**config.mk**
```make
export PLATFORM = sky130hd
export DESIGN_NAME = kernel_sequencer
export DESIGN_NICKNAME = d
export VERILOG_FILES = /design/src/rtl/kernel_sequencer_pkg.sv /design/src/rtl/kernel_sequencer_bank.sv /design/src/rtl/kernel_sequencer.sv
export SDC_FILE = /design/constraint.sdc
export NUM_CORES = 1
export LEC_CHECK = 0
export CORE_MARGIN = 5
export CORE_UTILIZATION = 36
export DETAILED_ROUTE_END_ITERATION = 8
export DONT_BUFFER_PORTS = 1
export GPL_ROUTABILITY_DRIVEN = 0
export PLACE_DENSITY = 0.53
export SYNTH_ARGS = -nofsm -noshare
export SYNTH_HDL_FRONTEND = slang
export SYNTH_SLANG_ARGS = --single-unit
export TNS_END_PERCENT = 1
```
**constraint.sdc**
```tcl
create_clock -name clk -period 8.8 [get_ports clk]
set_input_delay 2.64 -clock clk [delete_from_list [all_inputs] [get_ports clk]]
set_output_delay 2.64 -clock clk [all_outputs]
set_load 0.05 [all_outputs]
```
**src/rtl/kernel_sequencer_pkg.sv**
```systemverilog
// Shared constants and helpers for the kernel sequencer.
// Holds the bank geometry, the row-select encoding and the select-advance rule.
package kernel_sequencer_pkg;

  localparam int KERNEL_WORDS = 12;
  localparam int TAP_WORDS    = 9;
  localparam int WCNT_W       = 4;

  localparam logic [1:0] SEL_ROW0 = 2'd0;
  localparam logic [1:0] SEL_ROW1 = 2'd1;
  localparam logic [1:0] SEL_ROW2 = 2'd2;
  localparam logic [1:0] SEL_BIAS = 2'd3;

  typedef logic [WCNT_W-1:0] wcnt_t;

  localparam wcnt_t LAST_IDX = wcnt_t'(KERNEL_WORDS - 1);

  // Bias is only visited once, right after a swap; rows then cycle 0,1,2.
  function automatic logic [1:0] next_sel(input logic [1:0] cur);
    logic [1:0] nxt;
    nxt = SEL_ROW0;
    case (cur)
      SEL_BIAS: nxt = SEL_ROW0;
      SEL_ROW0: nxt = SEL_ROW1;
      SEL_ROW1: nxt = SEL_ROW2;
      default:  nxt = SEL_ROW0;
    endcase
    return nxt;
  endfunction

endpackage

```
**src/rtl/kernel_sequencer_bank.sv**
```systemverilog
// Twelve-word register file: indexed single-word write, whole-bank parallel load, flat read.
// Used once as the stream-facing shadow bank and once as the output-facing active bank.
module kernel_bank_reg
  import kernel_sequencer_pkg::*;
#(
  parameter int DATA_WIDTH = 16
) (
  input  logic                               clk,
  input  logic                               rst,
  input  logic                               we,
  input  wcnt_t                              waddr,
  input  logic [DATA_WIDTH-1:0]              wdata,
  input  logic                               load,
  input  logic [KERNEL_WORDS*DATA_WIDTH-1:0] load_data,
  output logic [KERNEL_WORDS*DATA_WIDTH-1:0] rdata
);

  logic [DATA_WIDTH-1:0] word_reg [KERNEL_WORDS];

  for (genvar gi = 0; gi < KERNEL_WORDS; gi++) begin : g_word
    // A parallel load overrides a concurrent indexed write to the same word.
    always_ff @(posedge clk) begin
      if (rst) begin
        word_reg[gi] <= '0;
      end else if (load) begin
        word_reg[gi] <= load_data[gi*DATA_WIDTH +: DATA_WIDTH];
      end else if (we && (waddr == wcnt_t'(gi))) begin
        word_reg[gi] <= wdata;
      end
    end

    assign rdata[gi*DATA_WIDTH +: DATA_WIDTH] = word_reg[gi];
  end

endmodule

```
**src/rtl/kernel_sequencer.sv**
```systemverilog
// Double-buffered 3x3 kernel + bias loader feeding a kernel switch row select.
// The "release" command port is named release_kernel because release is a reserved word.
module kernel_sequencer
  import kernel_sequencer_pkg::*;
#(
  parameter int DATA_WIDTH = 16
) (
  input  logic                    clk,
  input  logic                    rst,
  input  logic                    s_valid,
  output logic                    s_ready,
  input  logic [DATA_WIDTH-1:0]   s_data,
  input  logic                    s_last,
  input  logic                    step,
  input  logic                    release_kernel,
  output logic                    kvalid,
  output logic [1:0]              sel,
  output logic [DATA_WIDTH-1:0]   K1,
  output logic [DATA_WIDTH-1:0]   K2,
  output logic [DATA_WIDTH-1:0]   K3,
  output logic [DATA_WIDTH-1:0]   K4,
  output logic [DATA_WIDTH-1:0]   K5,
  output logic [DATA_WIDTH-1:0]   K6,
  output logic [DATA_WIDTH-1:0]   K7,
  output logic [DATA_WIDTH-1:0]   K8,
  output logic [DATA_WIDTH-1:0]   K9,
  output logic [3*DATA_WIDTH-1:0] bias,
  output logic                    err
);

  wcnt_t      wcnt_reg, wcnt_next;
  logic       shadow_full_reg, shadow_full_next;
  logic       s_ready_reg, s_ready_next;
  logic       kvalid_reg, kvalid_next;
  logic [1:0] sel_reg, sel_next;
  logic       err_reg, err_next;

  logic accept;
  logic wr_en;
  logic swap;

  logic [KERNEL_WORDS*DATA_WIDTH-1:0] shadow_flat;
  logic [KERNEL_WORDS*DATA_WIDTH-1:0] active_flat;

  always_ff @(posedge clk) begin
    if (rst) begin
      wcnt_reg        <= '0;
      shadow_full_reg <= 1'b0;
      s_ready_reg     <= 1'b1;
      kvalid_reg      <= 1'b0;
      sel_reg         <= SEL_BIAS;
      err_reg         <= 1'b0;
    end else begin
      wcnt_reg        <= wcnt_next;
      shadow_full_reg <= shadow_full_next;
      s_ready_reg     <= s_ready_next;
      kvalid_reg      <= kvalid_next;
      sel_reg         <= sel_next;
      err_reg         <= err_next;
    end
  end

  always_comb begin
    wcnt_next        = wcnt_reg;
    shadow_full_next = shadow_full_reg;
    kvalid_next      = kvalid_reg;
    sel_next         = sel_reg;
    err_next         = err_reg;
    wr_en            = 1'b0;

    // s_ready_reg always equals !shadow_full_reg, so accept and swap never coincide.
    accept = s_valid && s_ready_reg;
    swap   = shadow_full_reg && (!kvalid_reg || release_kernel);

    if (accept) begin
      if (s_last && (wcnt_reg != LAST_IDX)) begin
        wcnt_next = '0;
        err_next  = 1'b1;
      end else begin
        wr_en = 1'b1;
        if (wcnt_reg == LAST_IDX) begin
          wcnt_next        = '0;
          shadow_full_next = 1'b1;
          if (!s_last) begin
            err_next = 1'b1;
          end
        end else begin
          wcnt_next = wcnt_reg + 1'b1;
        end
      end
    end

    if (swap) begin
      shadow_full_next = 1'b0;
      kvalid_next      = 1'b1;
      sel_next         = SEL_BIAS;
    end else if (release_kernel && kvalid_reg) begin
      kvalid_next = 1'b0;
    end else if (step && kvalid_reg) begin
      sel_next = next_sel(sel_reg);
    end

    s_ready_next = !shadow_full_next;
  end

  kernel_bank_reg #(.DATA_WIDTH(DATA_WIDTH)) u_shadow (
    .clk       (clk),
    .rst       (rst),
    .we        (wr_en),
    .waddr     (wcnt_reg),
    .wdata     (s_data),
    .load      (1'b0),
    .load_data ('0),
    .rdata     (shadow_flat)
  );

  kernel_bank_reg #(.DATA_WIDTH(DATA_WIDTH)) u_active (
    .clk       (clk),
    .rst       (rst),
    .we        (1'b0),
    .waddr     ('0),
    .wdata     ('0),
    .load      (swap),
    .load_data (shadow_flat),
    .rdata     (active_flat)
  );

  assign s_ready = s_ready_reg;
  assign kvalid  = kvalid_reg;
  assign sel     = sel_reg;
  assign err     = err_reg;

  assign K1   = active_flat[0*DATA_WIDTH +: DATA_WIDTH];
  assign K2   = active_flat[1*DATA_WIDTH +: DATA_WIDTH];
  assign K3   = active_flat[2*DATA_WIDTH +: DATA_WIDTH];
  assign K4   = active_flat[3*DATA_WIDTH +: DATA_WIDTH];
  assign K5   = active_flat[4*DATA_WIDTH +: DATA_WIDTH];
  assign K6   = active_flat[5*DATA_WIDTH +: DATA_WIDTH];
  assign K7   = active_flat[6*DATA_WIDTH +: DATA_WIDTH];
  assign K8   = active_flat[7*DATA_WIDTH +: DATA_WIDTH];
  assign K9   = active_flat[8*DATA_WIDTH +: DATA_WIDTH];
  assign bias = active_flat[KERNEL_WORDS*DATA_WIDTH-1 : TAP_WORDS*DATA_WIDTH];

endmodule

```
==> flow_summary_export.csv, run 1 <==
group,metric,value,unit
sta,final_hold_viol_count,0,
worst_setup_path,endpoint_kind,"register",
floorplanning,initial_core_util,0.3634,
floorplanning,die_area,0.04528,mm²
pwr,p_leak,5.844,nW
global_route,antenna_found_initial,0,
routing,viasPerCell,4.673,
clocking,clkTransAtPathRegs,0.06,ns
finish,fin_nets,979,
run,maxCapViolCount,0,
yosys,synth_top_area_share,0.7790,
worst_setup_path,crit_buf_inv,2,
floorplanning,die_y,212.8,µm
routing,wl,35750,µm
sta,skew,0.01127,ns
floorplanning,rows,74,
routing,ant_nets,0,
yosys,synth_largest_area_cell,"edfxtp_1",
worst_setup_path,max_stage_delay,0.81,ns
yosys,yosys_warnings,0,
worst_setup_path,r2r-end,"u_shadow.word_reg[0][37]",
yosys,synth_edf_count,384,
place,place_area,0.01524,mm²
yosys,syn_area_per_cell,15.55,µm²
worst_setup_path,reg2regPathDepth,6,
worst_setup_path,path_max_fanout,124,
clocking,root_buffer,"clkbuf_16",
worst_setup_path,critPathTopFamily,"buffers and inverters",
yosys,synth_most_common_cell,"edfxtp_1",
clocking,holdBufCountCts,0,
worst_setup_path,r2r_setup_slack,5.71,ns
sta,period_minus_slack,4.411,ns
pwr,p_per_area,247.6,mW/mm²
worst_setup_path,r2r-start,"wcnt_reg[0]",
global_route,grtUsageTotal,0.1579,
yosys,syn_area,0.01480,mm²
finish,drive_gt1_frac,0.1048,
yosys,yosys-top-cells-area,"edfxtp_1 (78%), and2_1 (10%), nor2_1 (3.3%)",
worst_setup_path,cp-endpoint,"u_active.word_reg[2][8]",
worst_setup_path,crit_arrival,4.58,ns
clocking,clock_sinks,394,
yosys,synthCells,952,
global_route,grt_pass1_vias,7374,
yosys,synth_cell_types,38,
sta,fmax,226.7,MHz
finish,stdcell_area,0.01664,mm²
finish,final_util,0.4085,
place,hpwl,21940,µm
sta,finalCritPeriodShare,0.5012,
floorplanning,pin_count,219,
clocking,cts_setup_buffers,0,
worst_setup_path,cp.depth,4,
clocking,cts_tree,"yes",
routing,drtPass1Iterations,4,
outcome,status,"complete, no violations",
routing,vias,7079,
clocking,clockBufferDepth,3,
floorplanning,die_width,212.8,µm
finish,syn_to_final_growth,12.42,%
place,io_buffer_count,0,
worst_setup_path,critPathLaunchType,"input pin",
worst_setup_path,critical_path.cell_chain,"nand2b_1 > a21oi_1 > inv_8 > buf_4",
sta,rsz0062_at_grt,"false",
worst_setup_path,cp_data_required_time,8.97,ns
sta,final_max_slew_viol_count,0,
sta,fin_hold_ws,0.5087,ns
yosys,synthTopCellsByCount,"edfxtp_1 (384), and2_1 (240), nor2_1 (129), nand2_1 (64), clkbuf_1 (24)",
sta,finalSetupTns,0,ns
clocking,ctsResizeCount,0,
sta,setup_viol,0,
worst_setup_path,cp-startpoint,"release_kernel",
finish,n_antenna_cell,0,
yosys,synth-main-ff-cell,"edfxtp_1",
clocking,h-tree-depth,2,
pwr,vdd_drop_max,156.5,µV
sta,tightest_slew,1.137,ns
clocking,clk_latency,0.55,ns
yosys,ys_ff_latch,394,
routing,drt_iter0_markers,439,
global_route,grt_overflow_total,0,
yosys,syn_nets,979,
worst_setup_path,worst_path_max_delay_cell,"buf_4",
global_route,grt_max_degree,125,
clocking,numCtsBuffers,44,
routing,wl_per_cell,23.60,µm
worst_setup_path,worstSetupPathType,"in -> reg",
floorplanning,core,0.04074,mm²
min_path,hold_class,"reg -> reg",
sta,max_slew_margin,0.2422,
routing,drcViolationCount,0,
yosys,ys_seq_area_frac,0.7925,
yosys,synthArstFlopShare,0,
global_route,grt_pass1_wl,51840,µm
==> through the flow <==
stage	total power, mW	instances	worst slack (ns)
4_1_cts	4.182	1515	4.357
3_5_place_dp	2.369	1438	3.750
2_1_floorplan	2.335	952	1.683
5_1_grt	4.269	1515	4.203
3_3_place_gp	2.367	1438	3.825
6_report	4.121	1515	4.389
==> worst min path at each step <==
stage / from / to / slack (ns) / cells past startpoint
2_1_floorplan: shadow_full_reg / s_ready / 0.47 / 1
3_3_place_gp: u_shadow.word_reg[2][54] / u_active.word_reg[11][6] / 0.50 / 1
3_5_place_dp: u_shadow.word_reg[1][63] / u_active.word_reg[7][15] / 0.50 / 1
4_1_cts: u_shadow.word_reg[0][34] / u_active.word_reg[2][2] / 0.51 / 1
5_1_grt: u_shadow.word_reg[2][10] / u_active.word_reg[8][10] / 0.53 / 1
6_report: u_shadow.word_reg[0][34] / u_active.word_reg[2][2] / 0.51 / 1
==> power by group <==
part           internal, mW  total, mW  switching (mW)  leakage [nW]
registers              2.12       2.26           0.138          4.05
logic               0.00714     0.0635          0.0563          1.11
clock network          1.08       1.80           0.720         0.691
==> per-layer routing <==
metal	GRT usage	routed length (µm)	up-vias
met2	0.2469	16570	211
li1	-	-	3297
met5	0	0	-
met4	0.03752	719	0
met1	0.2070	15470	3521
met3	0.06612	2988	50
==> area by class of cell <==
| type | count | area [µm²] |
|---|---|---|
| Clock buffer | 50 | 1145 |
| Clock inverter | 27 | 260.3 |
| Fill cell | 3747 | 24100 |
| Inverter | 4 | 22.52 |
| Multi-Input combinational cell | 504 | 2788 |
| Sequential cell | 394 | 11730 |
| Tap cell | 532 | 665.6 |
| Timing Repair Buffer | 4 | 30.03 |
==> logic make-up after synthesis <==
| group | after synthesis | share of synthesized area |
|---|---|---|
| compound gates | 17 | 0.006339 |
| buf+inv | 54 | 0.02172 |
| flops | 394 | 0.7925 |
| fa+ha+maj | 5 | 0.004226 |
| simple gates | 482 | 0.1752 |
==> layout by cell type, fill, tap and decap left out, drive strengths merged <==
| master | count |
|---|---|
| nor2b | 1 |
| clkbuf | 50 |
| bufinv | 5 |
| a31o | 1 |
| and4b | 3 |
| and3b | 1 |
| dfxtp | 10 |
| nor3 | 1 |
| nand4b | 3 |
| clkinv | 20 |
| edfxtp | 384 |
| or3b | 2 |
| or3 | 2 |
| and3 | 1 |
| inv | 6 |
| ha | 5 |
| nand3b | 2 |
| nor4 | 1 |
| nand2 | 64 |
| o21ai | 9 |
| nand2b | 4 |
| nor2 | 151 |
| o21a | 1 |
| buf | 4 |
| and2 | 240 |
| or4 | 1 |
| nand3 | 5 |
| a31oi | 2 |
| a21oi | 4 |
Note: power is estimated with default switching activity, not from simulation.
==> run 2, diff against run 1 <==
Settings changed: PLACE_DENSITY 0.53 to 0.55.
Clock period 8.8 ns to 3.7 ns, I/O delays scaled along.
==> run 2 against run 1 <==
Setup slack worse by 3.4 ns. Design area increased by 1.3%. Non-clock buffer count up 21. First-iteration DRC count grew 2.5%. Clock power rose by 140%. Clock skew up 0.010 ns. Core utilization up 0.53 points. Critical path type is now reg -> reg. Total power rose by 140%. Combinational power rose to 2.6 times the previous value. Global-route usage fell by 0.56 points.
==> flow_summary_export.csv, run 2 (synthesis results as in run 1) <==
group,metric,value,unit
outcome,status,"complete, no violations",
worst_setup_path,critical_path.cell_chain,"ha_1 > nand3b_1 > ha_1 > and3b_1 > nand3_1 > nand2_1",
pwr,p_sw_frac,0.2205,
routing,viasPerCell,4.601,
worst_setup_path,critPathTopFamily,"simple AND/OR/NAND/NOR gates",
routing,wl,34500,µm
clocking,clk_latency,0.56,ns
clocking,cts_tree,"yes",
routing,ant_nets,0,
sta,finalCritPeriodShare,0.7284,
floorplanning,die_width,212.8,µm
sta,fmax,371.1,MHz
floorplanning,rows,74,
pwr,p_switching,2.153,mW
worst_setup_path,crit_buf_inv,0,
worst_setup_path,worst_path_max_delay_cell,"nand2_1",
clocking,numCtsBuffers,43,
global_route,grt_overflow_total,0,
clocking,holdBufCountCts,0,
finish,regArea,0.01173,mm²
clocking,h-tree-depth,2,
global_route,grt_max_degree,96,
sta,final_max_slew_viol_count,0,
routing,drcViolationCount,0,
worst_setup_path,worstSetupPathType,"reg -> reg",
clocking,clockBufferDepth,3,
finish,syn_to_final_growth,13.89,%
worst_setup_path,crit_arrival,2.88,ns
finish,nFillCells,3741,
worst_setup_path,endpoint_kind,"register",
place,io_buffer_count,0,
sta,setup_viol,0,
finish,fin_nets,999,
worst_setup_path,cp_common_cell,"ha_1",
worst_setup_path,path_max_fanout,16,
worst_setup_path,critPathLaunchType,"register",
pwr,p_total,9.766,mW
pwr,p_per_area,579.3,mW/mm²
finish,layout_commonest_cell,"edfxtp_1",
sta,final_hold_viol_count,0,
clocking,ctsResizeCount,0,
sta,rsz0062_at_grt,"false",
pwr,p_comb_frac,0.017,
clocking,clock_sinks,394,
floorplanning,die_area,0.04528,mm²
finish,finalNonFillerCells,1539,
finish,drive_gt1_frac,0.1241,
routing,wl_per_cell,22.42,µm
clocking,clkTransAtPathRegs,0.06,ns
floorplanning,pin_count,219,
global_route,antenna_found_initial,3,
min_path,hold_class,"reg -> reg",
pwr,clkPwrFrac,0.433,
place,hpwl,21930,µm
clocking,cts_setup_buffers,0,
sta,max_slew_margin,0.4357,
pwr,sequentialPowerShare,0.550,
sta,period_minus_slack,2.695,ns
clocking,root_buffer,"clkbuf_16",
global_route,grt_pass1_vias,7394,
global_route,grtUsageTotal,0.1523,
routing,drtPass1Iterations,4,
worst_setup_path,max_stage_delay,0.59,ns
routing,drt_iter0_markers,450,
finish,layout_common_cells,"edfxtp_1 (384), and2_1 (240), nor2_1 (129)",
place,place_inst,1459,
pwr,vdd_drop_max,384.0,µV
routing,vias,7081,
finish,multi_input_area,0.002803,mm²
sta,tightest_slew,0.8452,ns
run,maxCapViolCount,0,
pwr,p_leak,5.954,nW
worst_setup_path,cp_data_required_time,3.88,ns
finish,n_antenna_cell,0,
floorplanning,core,0.04074,mm²
sta,fin_hold_ws,0.5093,ns
pwr,power.internal,7.613,mW
global_route,grt_pass1_wl,50090,µm
floorplanning,die_y,212.8,µm
floorplanning,initial_core_util,0.3634,
sta,skew,0.02174,ns
==> run 2: per-stage QoR <==
step | util | cell area [µm²] | TNS (ns) | setup WS (ns)
after global placement | 0.3794 | 15460 | 0 | 0.8117
final | 0.4138 | 16860 | 0 | 1.005
after detailed placement | 0.3794 | 15460 | 0 | 0.7788
after global routing | 0.4138 | 16860 | 0 | 0.8008
after floorplan | - | 14830 | -188.15 | -0.9799
after CTS | 0.4138 | 16860 | 0 | 0.9972
==> run 2: worst paths after layout <==
kind | from | to | slack, ns | depth (start not counted)
setup / recovery | wcnt_reg[0] | u_shadow.word_reg[0][48] | 1.01 | 6
hold / removal | wcnt_reg[1] | wcnt_reg[1] | 0.51 | 2
setup reg to reg | wcnt_reg[0] | u_shadow.word_reg[0][48] | 1.01 | 6
hold reg to reg | wcnt_reg[1] | wcnt_reg[1] | 0.51 | 2
==> run 2: worst min-delay path: cells and delay by family (launching register included) <==
kind	cells	cell delay [ns]
and+or+nand+nor	1	0.07
DFF	1	0.35
AOI/OAI and AO/OA	1	0.05
==> run 2: metal layers <==
| metal | track usage | vias to the layer above | wire (µm) |
|---|---|---|---|
| li1 | - | 3342 | - |
| met1 | 0.1949 | 3469 | 14610 |
| met2 | 0.2415 | 217 | 16230 |
| met3 | 0.06244 | 51 | 2869 |
| met4 | 0.04282 | 2 | 772 |
| met5 | 0 | - | 20 |
==> run 2: cell type report <==
class                   count  share of cell area
flip-flops and latches    394              0.6959
multi-input cells         504              0.1662
clock buffers              54             0.06754
well taps                 532             0.03948
clock inverters            26             0.01566
repair buffers             25             0.01410
inverters                   4            0.001113
==> run 2: power groups by stage <==
| stage | sequential, mW | clock (mW) | combinational [mW] |
|---|---|---|---|
| finish | 5.37 | 4.23 | 0.164 |
| global route | 5.38 | 4.54 | 0.182 |
| CTS | 5.38 | 4.35 | 0.170 |
| detailed placement | 5.47 | 0 | 0.170 |
| global placement | 5.47 | 0 | 0.167 |
| floorplan | 5.44 | 0 | 0.105 |
==> run 3, diff against run 2 <==
Settings changed: ABC_AREA from default to 1, PLACE_DENSITY 0.55 to 0.53.
Clock period 3.7 ns to 2.64 ns, I/O delays scaled along.
==> run 3 against run 2 <==
Total power rose by 36%. Global-route usage down 0.18 points. Clock power grew 27%. Combinational power increased by 140%. First-iteration DRC count increased by 40%.
==> flow_summary_export.csv, run 3 <==
group,metric,value,unit
clocking,holdBufCountCts,0,
yosys,syn_area_per_cell,13.22,µm²
sta,period_minus_slack,2.201,ns
global_route,grt_pass1_vias,7744,
finish,drive_gt1_frac,0.1046,
yosys,synthArstFlopShare,0,
routing,drtPass1Iterations,4,
yosys,synth_cell_types,24,
floorplanning,rows,74,
worst_setup_path,worstSetupPathType,"reg -> reg",
yosys,synthCells,1132,
yosys,synth_most_common_cell,"nor2_1",
sta,finalSetupTns,0,ns
worst_setup_path,endpoint_kind,"register",
worst_setup_path,r2r_setup_slack,0.44,ns
floorplanning,initial_core_util,0.3649,
worst_setup_path,critical_path.cell_chain,"inv_1 > nand3_1 > ha_1 > nor2_4 > buf_12 > nand3_1 > nand2_1 > buf_12",
floorplanning,die_y,213.9,µm
finish,syn_to_final_growth,13.67,%
yosys,synth-main-ff-cell,"edfxtp_1",
routing,vias,7800,
sta,max_slew_margin,0.5944,
min_path,whs_path_depth,1,
clocking,cts_setup_buffers,0,
worst_setup_path,reg2regPathDepth,8,
yosys,yosys_warnings,0,
clocking,clock_sinks,394,
sta,setup_viol,0,
yosys,synth_edf_count,384,
min_path,hold_class,"in -> reg",
global_route,antenna_found_initial,0,
finish,layout_commonest_cell,"nor2_1",
place,io_buffer_count,0,
place,hpwl,21560,µm
finish,layout_common_cells,"nor2_1 (387), edfxtp_1 (384), inv_1 (214)",
worst_setup_path,worst_path_max_delay_cell,"dfxtp_1",
worst_setup_path,critPathTopFamily,"simple AND/OR/NAND/NOR gates",
floorplanning,core,0.04102,mm²
finish,n_antenna_cell,0,
yosys,ys_ff_latch,394,
clocking,cts_tree,"yes",
yosys,syn_nets,1159,
routing,wl_per_cell,20.38,µm
routing,wl,35190,µm
run,maxCapViolCount,0,
worst_setup_path,path_max_fanout,13,
global_route,grtUsageTotal,0.1505,
finish,nFillCells,3747,
pwr,p_per_area,782.6,mW/mm²
sta,final_hold_viol_count,0,
clocking,ctsResizeCount,0,
worst_setup_path,crit_arrival,2.46,ns
worst_setup_path,cp_data_required_time,2.90,ns
yosys,yosys-top-cells-area,"edfxtp_1 (77%), nor2_1 (9.7%), inv_1 (5.4%)",
routing,drcViolationCount,0,
global_route,grt_overflow_total,0,
worst_setup_path,max_stage_delay,0.40,ns
pwr,p_leak,6.706,nW
sta,skew,0.009729,ns
floorplanning,pin_count,219,
sta,fmax,454.3,MHz
yosys,ys_seq_area_frac,0.7838,
pwr,vdd_drop_max,345.8,µV
clocking,clockBufferDepth,3,
yosys,syn_area,0.01497,mm²
finish,fin_nets,1191,
clocking,numCtsBuffers,42,
worst_setup_path,critPathLaunchType,"register",
clocking,root_buffer,"clkbuf_16",
sta,finalCritPeriodShare,0.8337,
sta,tightest_slew,0.6078,ns
clocking,clk_latency,0.54,ns
sta,final_max_slew_viol_count,0,
yosys,synth_top_area_share,0.7704,
clocking,h-tree-depth,2,
outcome,status,"complete, no violations",
sta,rsz0062_at_grt,"false",
routing,ant_nets,0,
routing,drt_iter0_markers,630,
clocking,clkTransAtPathRegs,0.06,ns
yosys,synth_largest_area_cell,"edfxtp_1",
worst_setup_path,crit_buf_inv,3,
floorplanning,die_area,0.04575,mm²
global_route,grt_max_degree,65,
yosys,synthTopCellsByCount,"nor2_1 (388), edfxtp_1 (384), inv_1 (216), nand2_1 (26), buf_2 (22)",
routing,viasPerCell,4.517,
finish,final_util,0.4148,
global_route,grt_pass1_wl,51600,µm
floorplanning,die_width,213.9,µm
worst_setup_path,cp.depth,8,
## run 3: changes by cell type after synthesis, moves of 3 or more
cell / change
and2_1: -240
and4b_1: -3
buf_2: +8
clkbuf_1: -4
clkbuf_8: +3
inv_1: +213
nand2_1: -38
nand2b_1: -4
nand3_1: +11
nand4_4: +11
nor2_1: +259
nor2_2: -17
o21ai_0: -7
## run 3: per-layer routing
layer | track usage | wire, µm | share of wire | vias up
li1 | - | - | - | 3676
met1 | 0.1989 | 14920 | 0.42 | 3856
met2 | 0.2419 | 16970 | 0.48 | 216
met3 | 0.03897 | 2327 | 0.066 | 52
met4 | 0.05519 | 978 | 0.028 | 0
met5 | 0 | 0 | 0 | -
## run 3: path summary, 6_finish.rpt
check | startpoint | to
worst max-delay path | wcnt_reg[2] | u_shadow.word_reg[2][19]
worst min-delay path | rst | wcnt_reg[3]
worst max register to register | wcnt_reg[2] | u_shadow.word_reg[2][19]
worst min register to register | shadow_full_reg | s_ready
## run 3: area by class of cell
| type | instances | area (µm²) | area share |
|---|---|---|---|
| flip-flops and latches | 394 | 11730 | 0.6896 |
| multi-input cells | 465 | 2116 | 0.1244 |
| clock buffers | 58 | 1152 | 0.06774 |
| inverters | 219 | 838.3 | 0.04928 |
| well taps | 532 | 665.6 | 0.03913 |
| repair buffers | 42 | 415.4 | 0.02442 |
| clock inverters | 17 | 93.84 | 0.005516 |
## run 3: per-stage QoR
| stage | area [µm²] | setup slack (ns) | hold slack, ns | total power [mW] | std cells |
|---|---|---|---|---|---|
| floorplan | 15000 | -1.662 | 0.4224 | 7.856 | 1132 |
| global placement | 15770 | 0.4310 | 0.4547 | 8.079 | 1652 |
| detailed placement | 15770 | 0.3957 | 0.4490 | 8.083 | 1652 |
| CTS | 17010 | 0.4093 | 0.2709 | 13.52 | 1727 |
| global route | 17010 | 0.2728 | 0.2841 | 13.80 | 1727 |
| finish | 17010 | 0.4390 | 0.3124 | 13.31 | 1727 |
## run 3: cell families (layout without fill, tap and decap cells)
group,count (synthesis),in the layout,synth area share
fa+ha+maj,5,5,0.004180
flops,394,394,0.7838
compound gates,9,9,0.003177
buf+inv,273,336,0.07658
simple gates,451,451,0.1323
## run 3: where the power goes
part	internal, mW	leakage [nW]	switching (mW)
clock network	3.06	0.608	2.32
logic	0.0805	2.05	0.317
registers	7.07	4.05	0.464
